--- src/rtl/rf_pkg.sv ---
// Shared constants and types for the register-file write arbiter.
// Holds parameter defaults, requester indices and the contention-winner helper.
package rf_pkg;

  localparam int DATA_W_DEF = 32;
  localparam int ADDR_W_DEF = 4;

  localparam logic REQ_ALU = 1'b0;
  localparam logic REQ_LD  = 1'b1;

  // Grant decision for one cycle: which requester (if any) moves its write.
  typedef struct packed {
    logic gnt0;
    logic gnt1;
  } grant_t;

  // Contention winner: round-robin picks the requester that did not win last.
  function automatic logic rr_winner(input logic last_grant);
    return (last_grant == REQ_ALU) ? REQ_LD : REQ_ALU;
  endfunction

endpackage

--- src/rtl/rf_wr_stage.sv ---
// Registered write stage: captures one granted address/data pair and pulses wr_en.
// Synchronous active-low clear; payload holds when no new write is loaded.
module rf_wr_stage
  import rf_pkg::*;
#(
  parameter int DATA_W = DATA_W_DEF,
  parameter int ADDR_W = ADDR_W_DEF
) (
  input  logic              i_clk,
  input  logic              i_rst_n,
  input  logic              i_load,
  input  logic [ADDR_W-1:0] i_addr,
  input  logic [DATA_W-1:0] i_data,
  output logic              o_wr_en,
  output logic [ADDR_W-1:0] o_wr_addr,
  output logic [DATA_W-1:0] o_wr_data
);

  logic              r_wr_en;
  logic [ADDR_W-1:0] r_wr_addr;
  logic [DATA_W-1:0] r_wr_data;

  always_ff @(posedge i_clk) begin
    if (!i_rst_n) begin
      r_wr_en   <= 1'b0;
      r_wr_addr <= '0;
      r_wr_data <= '0;
    end else begin
      r_wr_en <= i_load;
      if (i_load) begin
        r_wr_addr <= i_addr;
        r_wr_data <= i_data;
      end
    end
  end

  assign o_wr_en   = r_wr_en;
  assign o_wr_addr = r_wr_addr;
  assign o_wr_data = r_wr_data;

endmodule

--- src/rtl/rf_write_arbiter.sv ---
// Two-requester register-file write arbiter (ALU and load writeback), one write per cycle.
// Define RF_WARB_FIXED_PRIO_EN for fixed priority (load wins); default is round-robin.
//
// Handshake: a transfer happens in a cycle where reqN_valid and reqN_ready are both
// high; ready is only ever raised for a valid requester, at most one at a time, and
// requesters hold valid/addr/data stable until they see ready.
module rf_write_arbiter
  import rf_pkg::*;
#(
  parameter int DATA_W = DATA_W_DEF,
  parameter int ADDR_W = ADDR_W_DEF
) (
  input  logic              CLK,
  input  logic              Reset,
  input  logic              req0_valid,
  input  logic [ADDR_W-1:0] req0_addr,
  input  logic [DATA_W-1:0] req0_data,
  output logic              req0_ready,
  input  logic              req1_valid,
  input  logic [ADDR_W-1:0] req1_addr,
  input  logic [DATA_W-1:0] req1_data,
  output logic              req1_ready,
  input  logic              rf_stall,
  output logic              wr_en,
  output logic [ADDR_W-1:0] wr_addr,
  output logic [DATA_W-1:0] wr_data,
  output logic              last_grant
);

  logic              r_last_grant;
  logic              w_prio;
  grant_t            w_grant;
  logic              w_xfer;
  logic [ADDR_W-1:0] w_addr;
  logic [DATA_W-1:0] w_data;

`ifdef RF_WARB_FIXED_PRIO_EN
  assign w_prio = REQ_LD;
`else
  assign w_prio = rr_winner(r_last_grant);
`endif

  // Reset low or a stalled register file blocks every grant.
  always_comb begin
    w_grant = '0;
    if (Reset && !rf_stall) begin
      if (req0_valid && req1_valid) begin
        w_grant.gnt0 = (w_prio == REQ_ALU);
        w_grant.gnt1 = (w_prio == REQ_LD);
      end else begin
        w_grant.gnt0 = req0_valid;
        w_grant.gnt1 = req1_valid;
      end
    end
  end

  assign req0_ready = w_grant.gnt0;
  assign req1_ready = w_grant.gnt1;
  assign w_xfer     = w_grant.gnt0 | w_grant.gnt1;
  assign w_addr     = w_grant.gnt1 ? req1_addr : req0_addr;
  assign w_data     = w_grant.gnt1 ? req1_data : req0_data;

  // Reset value REQ_LD lets the ALU win the first contention.
  always_ff @(posedge CLK) begin
    if (!Reset) begin
      r_last_grant <= REQ_LD;
    end else if (w_xfer) begin
      r_last_grant <= w_grant.gnt1 ? REQ_LD : REQ_ALU;
    end
  end

  assign last_grant = r_last_grant;

  rf_wr_stage #(
    .DATA_W (DATA_W),
    .ADDR_W (ADDR_W)
  ) u_wr_stage (
    .i_clk     (CLK),
    .i_rst_n   (Reset),
    .i_load    (w_xfer),
    .i_addr    (w_addr),
    .i_data    (w_data),
    .o_wr_en   (wr_en),
    .o_wr_addr (wr_addr),
    .o_wr_data (wr_data)
  );

endmodule

--- config.mk ---
export PLATFORM = sky130hd
export DESIGN_NAME = rf_write_arbiter
export DESIGN_NICKNAME = d
export VERILOG_FILES = /design/src/rtl/rf_pkg.sv /design/src/rtl/rf_wr_stage.sv /design/src/rtl/rf_write_arbiter.sv
export SDC_FILE = /design/constraint.sdc
export NUM_CORES = 1
export LEC_CHECK = 0
export CAP_MARGIN = 20
export CORE_MARGIN = 8
export CORE_UTILIZATION = 35
export DETAILED_ROUTE_END_ITERATION = 12
export PLACE_DENSITY_LB_ADDON = 0.08
export SLEW_MARGIN = 25
export SYNTH_ARGS = -nofsm -noshare
export SYNTH_HDL_FRONTEND = slang
export SYNTH_SLANG_ARGS = --single-unit
export TNS_END_PERCENT = 10
--- constraint.sdc ---
create_clock -name CLK -period 1.2 [get_ports CLK]
set_input_delay 0.24 -clock CLK [delete_from_list [all_inputs] [get_ports CLK]]
set_output_delay 0.24 -clock CLK [all_outputs]
set_load 0.05 [all_outputs]
# [After elaboration in Yosys (flattened, before gate mapping)]
# Cells that the tools add are included.
[op_classes] mux=6 n_bitwise=1 reduce_logical=3
[op_table] cell="32-bit 2-to-1 mux" count=1
[op_table] cell="2-bit 2-to-1 mux" count=2
[op_table] cell="4-bit 2-to-1 mux" count=1
[op_table] cell="1-bit logical AND" count=2
[op_table] cell="1-bit 2-to-1 mux" count=2
[op_table] cell="1-bit logical NOT" count=1
[op_table] cell="1-bit bitwise OR" count=1
[word_totals] register_bits=38 input_bits=77 output_inout_bits=40 elab_cells=14

# [Longest topological paths before layout]
# Gate-level depths: netlist of run 1.
[logic_depth] depth_word=4 mapped_depth=6 depth_no_buf=3

# [Hierarchy]
# Synthesis of run 1 repeated with hierarchy kept, for this count alone.
[hier_totals] hier_cells=167 hier_area_um2=2003.2
[modules_own_cells] module="rf_wr_stage" instances=1 cells_per_inst=117 area_per_inst_um2=1415.1 seq_area_each_um2=740.7
[modules_own_cells] module="rf_write_arbiter" instances=1 cells_per_inst=50 area_per_inst_um2=588.1 seq_area_each_um2=20.0

# [Worst setup path before layout of run 1]
# Ideal clock, no wire load.
[synth_path] kind="register to output" startpoint="register r_last_grant (netlist: last_grant)" endpoint="output port req1_ready" arrival_ns=1.676 required_time_ns=0.960 slack_ns=-0.716 stages_incl_launch_ff=5 path_buffers=2 cell_sequence="dfxtp_1 -> and2_1 -> buf_2 -> clkbuf_1 -> nor2_1"
[synth_via] elab_chain_len=3
[synth_lines] item="start: declaration" line_no="rf_write_arbiter.sv:30" rtl="logic r_last_grant;"
[synth_lines] item="start signal: assignment" line_no="rf_write_arbiter.sv:68" rtl="r_last_grant <= w_grant.gnt1 ? REQ_LD : REQ_ALU;"
[synth_lines] item="1-bit 2-to-1 mux" line_no="rf_pkg.sv:19" rtl="return (last_grant == REQ_ALU) ? REQ_LD : REQ_ALU;"
[synth_lines] item="2-bit 2-to-1 mux" line_no="rf_write_arbiter.sv:47" rtl="if (req0_valid && req1_valid) begin"
[synth_lines] item="2-bit 2-to-1 mux" line_no="rf_write_arbiter.sv:46" rtl="if (Reset && !rf_stall) begin"
[synth_lines] item="end: declaration" line_no="rf_write_arbiter.sv:22" rtl="output logic req1_ready,"
# No other way between the ends.

# [Worst setup path after layout of run 1]
# Same ends and word-level chain as after synthesis.

==> results of run 1 <==
## kinds of logic after synthesis
kind of cell	synth area share, %
flops	36.4
buf+inv	8.50
simple gates	13.5
compound gates	41.6
## cells in the final DEF (no fill, tap or decap), drive strengths merged
cell,instances
buf,75
clkdlybuf4s50,72
dfxtp,38
o21ai,37
nand4,36
a21oi,36
a311oi,36
clkbuf,10
and2,2
nand3b,1
nor2,1
and2b,1
nand2b,1
and3,1
or2,1
nand2,1
clkinv,1
inv,1
o211ai,1
bufbuf,1
dlygate4sd2,1
clkdlybuf4s15,1
## layout make-up
| cell class | instances | area (um2) | share of cell area, % |
|---|---|---|---|
| Multi-Input combinational cell | 155 | 1230 | 29.1 |
| Clock buffer | 7 | 76.3 | 1.81 |
| Inverter | 2 | 7.51 | 0.178 |
| Tap cell | 75 | 93.8 | 2.22 |
| Timing Repair Buffer | 153 | 2050 | 48.6 |
| Sequential cell | 38 | 764 | 18.1 |
## worst reg2reg max path: stages (launching register included)
cell and delay (ns):
sky130_fd_sc_hd__dfxtp_4 0.36, sky130_fd_sc_hd__and2_4 0.16, sky130_fd_sc_hd__buf_12 0.10, sky130_fd_sc_hd__buf_4 0.20, sky130_fd_sc_hd__o21ai_1 0.11, sky130_fd_sc_hd__a311oi_2 0.24
## through the flow
step	instance area (um2)	worst slack [ns]	std cells	hold slack (ns)	util, %
after floorplan	2140	-0.125	228	0.328	-
after global placement	3900	-0.520	410	0.539	66.7
after detailed placement	3900	-0.579	410	0.548	66.7
after CTS	4170	-0.236	428	0.336	71.2
after global routing	4220	-0.245	430	0.221	72.2
final	4220	-0.199	430	0.218	72.2
## power by group through the flow
stage	Clock (uW)	Combinational [uW]	Sequential, uW
finish	827	1600	1430
global route	898	1680	1440
CTS	840	1570	1430
detailed placement	0	1470	1460
global placement	0	1460	1460
floorplan	0	424	1700
## registers in the layout, indices dropped and copies added, names as in the netlist
| register | cells |
|---|---|
| last_grant | 1 |
| u_wr_stage.o_wr_addr | 4 |
| u_wr_stage.o_wr_data | 32 |
| u_wr_stage.o_wr_en | 1 |
## timing repair
action,CTS,global route
pin swaps,8,14
gates resized for setup,53,12
setup endpoints to repair,39,38
cloned,3,1
setup buffers,8,1
## routing by layer
metal	vias to the layer above	share of wire, %
met3	4	7.6
li1	1170	-
met4	0	0.50
met2	89	52
met5	-	0
met1	1184	40
## how the worst max path moves through the flow
stage / cells past startpoint / from / to / slack, ns
after floorplan: 4 / last_grant$_SDFFE_PN1P_ / req1_ready / -0.12
after global placement: 5 / rf_stall / u_wr_stage.o_wr_data[31]$_SDFFE_PN0P_ / -0.52
after detailed placement: 5 / rf_stall / u_wr_stage.o_wr_data[2]$_SDFFE_PN0P_ / -0.58
after CTS: 4 / last_grant$_SDFFE_PN1P_ / req1_ready / -0.24
after global routing: 4 / last_grant$_SDFFE_PN1P_ / req1_ready / -0.24
final: 4 / last_grant$_SDFFE_PN1P_ / req1_ready / -0.20
==> key figures, run 1 <==
Global route
  – Via count of the first global-routing pass: 2648
  – Global-route wire length before repair: approximately 14 mm
  – Global route hottest layer: met2
  – Grt ovf: 0
  – Overall routing resource usage: about a fifth
  – Met3 demand-to-capacity share in global routing: roughly 7.4%
  – Met2 Resource Use GR: between 30 and 40%
  – Antenna violations before repair: 0
  – Largest net degree at the start of global routing: 27
  – Met1 global-route usage: between 20% and 30%

Power and ir drop
  – Peak ir drop on the vdd network: 0.598 mV
  – Leakage power summed over all cells: around 0.0015 uW
  – Internal Pwr Total: roughly 2600 uW
  – Total power consumption of the routed design: between 3000 and 4000 uW
  – Combinational fraction of design power: roughly 42%
  – Part of the power in registers: between 30% and 40%
  – Net load switching power: around 1300 uW
  – Clock share of power: between 20% and 30%
  – Switching part of the total power: 33.1%
  – Power per cell area: a little over 900 nW/um2

Hold path
  – Worst Hold Path EP: last_grant$_SDFFE_PN1P_
  – Worst min path class: input pin to flip-flop
  – Hold path cells: 2
  – Hold_sp: rf_stall

Detailed routing
  – Detailed-route DRC error count: 0
  – Post-DR wirelength/cell: ~20 um
  – Number of vias in the routed layout: about 2400
  – Total detailed-routing wirelength: around 8.5 mm
  – Via-per-instance ratio: roughly 5.7
  – Antenna violation net count after detailed routing: 0
  – Pre-Repair DR Iteration Count: 4
  – Count of routing violations after the opening detailed-route iteration: 128

Yosys
  – Synthesized Nets: between 300 and 400
  – Flip-flop and latch count after synthesis: 38
  – Leading cell types by count after synthesis: sky130_fd_sc_hd__dfxtp_1, sky130_fd_sc_hd__o21ai_0, sky130_fd_sc_hd__a21oi_1, sky130_fd_sc_hd__nand4_1, sky130_fd_sc_hd__a311oi_2
  – Ys flop type: sky130_fd_sc_hd__dfxtp_1
  – Post-Syn Instances: roughly 230
  – Synth unique cells: 22
  – Async set-reset flop share out of synthesis: 0%
  – Post-synthesis area per instance: between 9 and 10 um2
  – Sequential share of the synthesized area: roughly 36%
  – Most used standard cell by instance count after synthesis: sky130_fd_sc_hd__dfxtp_1
  – Top-area cell type share of the netlist area: a little over a third
  – Cell area after synthesis: approximately 2100 um2
  – Cell type contributing the most total cell area after synthesis: sky130_fd_sc_hd__dfxtp_1
  – Number of warnings issued by yosys: 0
  – Number of enable flip-flop cells after synthesis: 0
  – Leading cell types by total area after synthesis: sky130_fd_sc_hd__dfxtp_1, sky130_fd_sc_hd__a311oi_2, sky130_fd_sc_hd__nand4_1, sky130_fd_sc_hd__o21ai_0, sky130_fd_sc_hd__a21oi_1

Floorplanning
  – I/O pin cnt: 117
  – Area of the placeable core: 5850 um2
  – Die area: approximately 8700 um2
  – Die width: about 93 um
  – Die Span Y: roughly 93 um
  – Std-Cell Rows: 28
  – Initial standard-cell utilization of the core: 35.7%

Layout
  – Synth-to-layout area growth: 102%
  – Layout cell share with drive strength beyond 1: between 30% and 40%
  – Fill cell instance count of the final layout: 438
  – Layout Nets: roughly 430
  – Total inserted antenna cells: 0

Clock network
  – Root Buffer: sky130_fd_sc_hd__clkbuf_8
  – H-Tree Depth: 2
  – Total clock sinks: 38
  – Inserted Clock Buffers: 5
  – Clock input transition at the sequential cells of the worst setup and hold paths: ~0.070 ns
  – Maximum root-to-sink buffer count: 2
  – Hold Buf Count CTS: 0
  – CTS tree: done
  – Clk_lat worst skew: 0.28 ns

Outcome
  – Violated checks: setup timing
  – Run status: finished with violations

Timing
  – Relative slew slack: between 70% and 80%
  – Final hold vios: 0
  – Setup repair after global routing missed its margin: true
  – Final sum of negative setup slack: -1.18 ns
  – Top achievable clock speed: around 0.7 GHz
  – Final clock skew: ~0.0018 ns
  – Setup-violating endpoint count in the final report: 27
  – Share of the clock period used by the worst path after layout: 117%
  – Count of final max-slew check failures: 0
  – Actual transition at the worst max-transition pin: between 0.3 and 0.4 ns
  – Clock period minus worst slack: 1.40 ns
  – Worst-case setup margin in the final layout: -0.199 ns

Critical path
  – Critical Path RT: between 0.9 and 1 ns
  – Kind of critical path: flip-flop to output pin
  – Origin of the critical flop-to-flop path: last_grant$_SDFFE_PN1P_
  – Critical Path Source Type: flip-flop
  – Number of buffers and inverters on the critical path: 2
  – Arrival time of data at the critical path endpoint: between 1 and 1.5 ns
  – Master of the slowest instance on the critical path: sky130_fd_sc_hd__dfxtp_4
  – Family with the most delay on the worst path: flip-flops
  – Cell-by-cell listing of the critical path: and2_4 > buf_12 > nor2_4 > buf_12
  – Max Fanout on Critical Path: 4
  – Most frequent CP cell: sky130_fd_sc_hd__buf_12
  – Worst reg-to-reg path cell count: 5
  – Setup crit end kind: output pin
  – Slowest cell delay on critical path: around 0.36 ns
  – Flop-to-flop setup slack: -0.06 ns
  – R2r endpoint: u_wr_stage.o_wr_data[0]$_SDFFE_PN0P_

Run
  – Number of max-cap violations: 0

Placement
  – Routability congestion estimate: 0.736
  – Number of buffers inserted by port buffering: 116
  – Post-detailed-placement half-perimeter wirelength: between 5 and 6 mm
Note: power is estimated with default switching activity, not from simulation.
==> run 2: changes to the inputs <==
--- a/config.mk
+++ b/config.mk
@@ -7,7 +7,7 @@
 export LEC_CHECK = 0
 export CAP_MARGIN = 20
 export CORE_MARGIN = 8
-export CORE_UTILIZATION = 35
+export CORE_UTILIZATION = 39
 export DETAILED_ROUTE_END_ITERATION = 12
 export PLACE_DENSITY_LB_ADDON = 0.08
 export SLEW_MARGIN = 25
==> constraint.sdc (replaced) <==
create_clock -name CLK -period 1.6 [get_ports CLK]
set_input_delay 0.32 -clock CLK [delete_from_list [all_inputs] [get_ports CLK]]
set_output_delay 0.32 -clock CLK [all_outputs]
set_load 0.05 [all_outputs]
==> key figures, run 2 (same netlist as run 1, synthesis figures left out) <==
Hold path
  – Worst min path class: input pin to flip-flop (unchanged)

Floorplanning
  – I/O pin cnt: 117 (unchanged)
  – Initial standard-cell utilization of the core: 40.7% (was 35.7%)
  – Std-Cell Rows: 26 (was 28)
  – Die area: 7960 um2 (was 8700 um2)
  – Die width: 89.2 um (was 93.3 um)
  – Die Span Y: 89.2 um (was 93.3 um)
  – Area of the placeable core: 5140 um2 (was 5850 um2)

Layout
  – Layout Nets: 419 (was 432)
  – Max reg flops: 32 (unchanged)
  – Most frequent standard cell in the layout excluding fill and tap cells: sky130_fd_sc_hd__clkdlybuf4s50_1 (unchanged)
  – Total inserted antenna cells: 0 (unchanged)
  – Layout cell share with drive strength beyond 1: 30.4% (was 37.2%)
  – Commonest cells after routing, fill and taps aside: sky130_fd_sc_hd__clkdlybuf4s50_1, sky130_fd_sc_hd__buf_4, sky130_fd_sc_hd__o21ai_0, sky130_fd_sc_hd__dfxtp_1 (was sky130_fd_sc_hd__clkdlybuf4s50_1, sky130_fd_sc_hd__buf_12, sky130_fd_sc_hd__dfxtp_1, sky130_fd_sc_hd__nand4_1, sky130_fd_sc_hd__a21oi_1)
  – Fill cell instance count of the final layout: 452 (was 438)
  – Synth-to-layout area growth: 66.0% (was 102%)

Timing
  – Count of final max-slew check failures: 0 (unchanged)
  – Top achievable clock speed: ~0.66 GHz
  – Share of the clock period used by the worst path after layout: between 90% and 100%
  – Final hold vios: 0 (unchanged)
  – Setup repair after global routing missed its margin: false (was true)
  – Clock period minus worst slack: between 1.5 and 2 ns
  – Final clock skew: 0.00496 ns (was 0.00182 ns)
  – Setup-violating endpoint count in the final report: 0 (was 27)
  – Relative slew slack: 83.1% (was 77.5%)
  – Actual transition at the worst max-transition pin: 0.251 ns (was 0.337 ns)
  – Final sum of negative setup slack: 0 ns (was -1.18 ns)

Clock network
  – H-Tree Depth: 2 (unchanged)
  – CTS tree: done (unchanged)
  – Root Buffer: sky130_fd_sc_hd__clkbuf_8 (unchanged)
  – Clk_lat worst skew: 0.29 ns (was 0.28 ns)
  – Maximum root-to-sink buffer count: 2 (unchanged)
  – Inserted Clock Buffers: 5 (unchanged)
  – Clock input transition at the sequential cells of the worst setup and hold paths: 0.07 ns (about the same)
  – Total clock sinks: 38 (unchanged)

Critical path
  – Flop-to-flop setup slack: 0.32 ns (was -0.06 ns)
  – Number of buffers and inverters on the critical path: 3 (was 2)
  – Worst setup endpoint: req1_ready (unchanged)
  – Family with the most delay on the worst path: buffers and inverters (was flip-flops)
  – Kind of critical path: input pin to output pin (was flip-flop to output pin)
  – Critical Path Source: req1_valid (was last_grant$_SDFFE_PN1P_)
  – Max Fanout on Critical Path: 4 (unchanged)
  – Critical Path RT: 1.28 ns (was 0.96 ns)
  – Most frequent CP cell: sky130_fd_sc_hd__buf_12 (unchanged)
  – Critical Path Source Type: input pin (was flip-flop)
  – Master of the slowest instance on the critical path: sky130_fd_sc_hd__clkdlybuf4s15_1 (was sky130_fd_sc_hd__dfxtp_4)
  – Worst reg-to-reg path cell count: 4 (was 5)
  – Arrival time of data at the critical path endpoint: 1.19 ns (was 1.16 ns)
  – Slowest cell delay on critical path: 0.23 ns (was 0.36 ns)
  – Setup crit end kind: output pin (unchanged)
  – R2r endpoint: u_wr_stage.o_wr_data[28]$_SDFFE_PN0P_ (was u_wr_stage.o_wr_data[0]$_SDFFE_PN0P_)
  – Cell-by-cell listing of the critical path: clkdlybuf4s15_1 > nand3b_1 > buf_12 > nor2_4 > buf_12 (was and2_4 > buf_12 > nor2_4 > buf_12)
  – Origin of the critical flop-to-flop path: last_grant$_SDFFE_PN1P_ (unchanged)
  – Number of stages on the worst setup path: 5 (was 4)

Detailed routing
  – Antenna violation net count after detailed routing: 0 (unchanged)
  – Via-per-instance ratio: 5.89 (was 5.69)
  – Post-DR wirelength/cell: 19.1 um (was 19.7 um)
  – Number of vias in the routed layout: 2425 (was 2447)
  – Pre-Repair DR Iteration Count: 4 (unchanged)
  – Detailed-route DRC error count: 0 (unchanged)
  – Total detailed-routing wirelength: 7.86 mm (was 8.47 mm)
  – Count of routing violations after the opening detailed-route iteration: 166 (was 128)

Power and ir drop
  – Leakage power summed over all cells: 0.00122 uW (was 0.00146 uW)
  – Power per cell area: 751 nW/um2 (was 915 nW/um2)
  – Total power consumption of the routed design: 2610 uW (was 3860 uW)
  – Peak ir drop on the vdd network: 0.424 mV (was 0.598 mV)

Placement
  – Number of buffers inserted by port buffering: 116 (unchanged)
  – Post-detailed-placement half-perimeter wirelength: 5.60 mm (was 5.63 mm)
  – Routability congestion estimate: 0.774 (was 0.736)

Outcome
  – Run status: finished, final reports clean (was finished with violations)

Global route
  – Via count of the first global-routing pass: 2372 (was 2648)
  – Global-route wire length before repair: 12.1 mm (was 13.5 mm)
  – Overall routing resource usage: 19.4% (was 19.2%)
  – Largest net degree at the start of global routing: 37 (was 27)
  – Antenna violations before repair: 0 (unchanged)
  – Grt ovf: 0 (unchanged)

Run
  – Number of max-cap violations: 0 (unchanged)
## run 2: cell count changes in the layout (fill, tap and decap cells not counted), moves of 4 or more
cell and change:
sky130_fd_sc_hd__o21ai_0 +34, sky130_fd_sc_hd__buf_12 -41, sky130_fd_sc_hd__buf_4 +35, sky130_fd_sc_hd__o21ai_1 -23, sky130_fd_sc_hd__buf_6 -4, sky130_fd_sc_hd__o21ai_2 -11
## run 2: metal layers
metal / GRT usage [%] / vias to the layer above / part of all wire (%)
li1: - / 1145 / -
met1: 25.0 / 1148 / 41
met2: 29.7 / 115 / 47
met3: 5.70 / 17 / 9.7
met4: 7.70 / 0 / 2.5
met5: 0 / - / 0
## run 2: worst reg2reg max path, cell delays in order, from the launching register on
cell                       delay (ns)
sky130_fd_sc_hd__dfxtp_2         0.37
sky130_fd_sc_hd__and2_4          0.17
sky130_fd_sc_hd__buf_4           0.23
sky130_fd_sc_hd__o21ai_0         0.17
sky130_fd_sc_hd__a311oi_2        0.26
## run 2: cell type report
type	instances	area [um2]	area share, %
clock buffer	7	76.3	2.20
inverter	2	7.51	0.216
multi-input combinational	155	1160	33.5
sequential	38	762	22.0
tap	70	87.6	2.53
timing repair buffer	140	1370	39.6
## run 2: what timing repair did
item / 4_1_cts / 5_1_grt
buffers inserted: 2 / 0
cloned: 1 / 0
resized for setup: 6 / 3
setup endpoints to repair: 2 / 1
pin swaps: 1 / 1
endpoints found under the hold margin: 0 / 0
hold buffers: 0 / 0
## run 2: worst min path at each step
| stage | start | endpoint | cells after the start |
|---|---|---|---|
| floorplan | Reset | last_grant$_SDFFE_PN1P_ | 1 |
| global placement | u_wr_stage.o_wr_addr[3]$_SDFFE_PN0P_ | u_wr_stage.o_wr_addr[3]$_SDFFE_PN0P_ | 2 |
| detailed placement | u_wr_stage.o_wr_data[25]$_SDFFE_PN0P_ | u_wr_stage.o_wr_data[25]$_SDFFE_PN0P_ | 2 |
| CTS | rf_stall | last_grant$_SDFFE_PN1P_ | 2 |
| global route | rf_stall | last_grant$_SDFFE_PN1P_ | 2 |
| finish | rf_stall | last_grant$_SDFFE_PN1P_ | 2 |
## run 2: through the flow
stage          hold WS, ns  worst slack [ns]  utilization, %  cell area, um2  std cells
6_report             0.276            0.0913            67.5            3470        412
5_1_grt              0.273            0.0311            67.5            3470        412
4_1_cts              0.386            0.0251            67.5            3470        412
3_5_place_dp         0.515            -0.285            65.1            3350        402
3_3_place_gp         0.509            -0.248            65.1            3350        402
2_1_floorplan        0.409           -0.0337               -            2100        228
## run 2: power breakdown
part	switching [uW]	total (uW)	internal [uW]
clock	325	625	300
combinational	527	937	410
sequential	34.3	1040	1010
==> run 3: changes to the inputs <==
--- a/config.mk
+++ b/config.mk
@@ -5,7 +5,6 @@
 export SDC_FILE = /design/constraint.sdc
 export NUM_CORES = 1
 export LEC_CHECK = 0
-export CAP_MARGIN = 20
 export CORE_MARGIN = 8
 export CORE_UTILIZATION = 39
 export DETAILED_ROUTE_END_ITERATION = 12
==> results of run 3 <==
The final DEF is identical to that of run 2; final timing and power are the same.
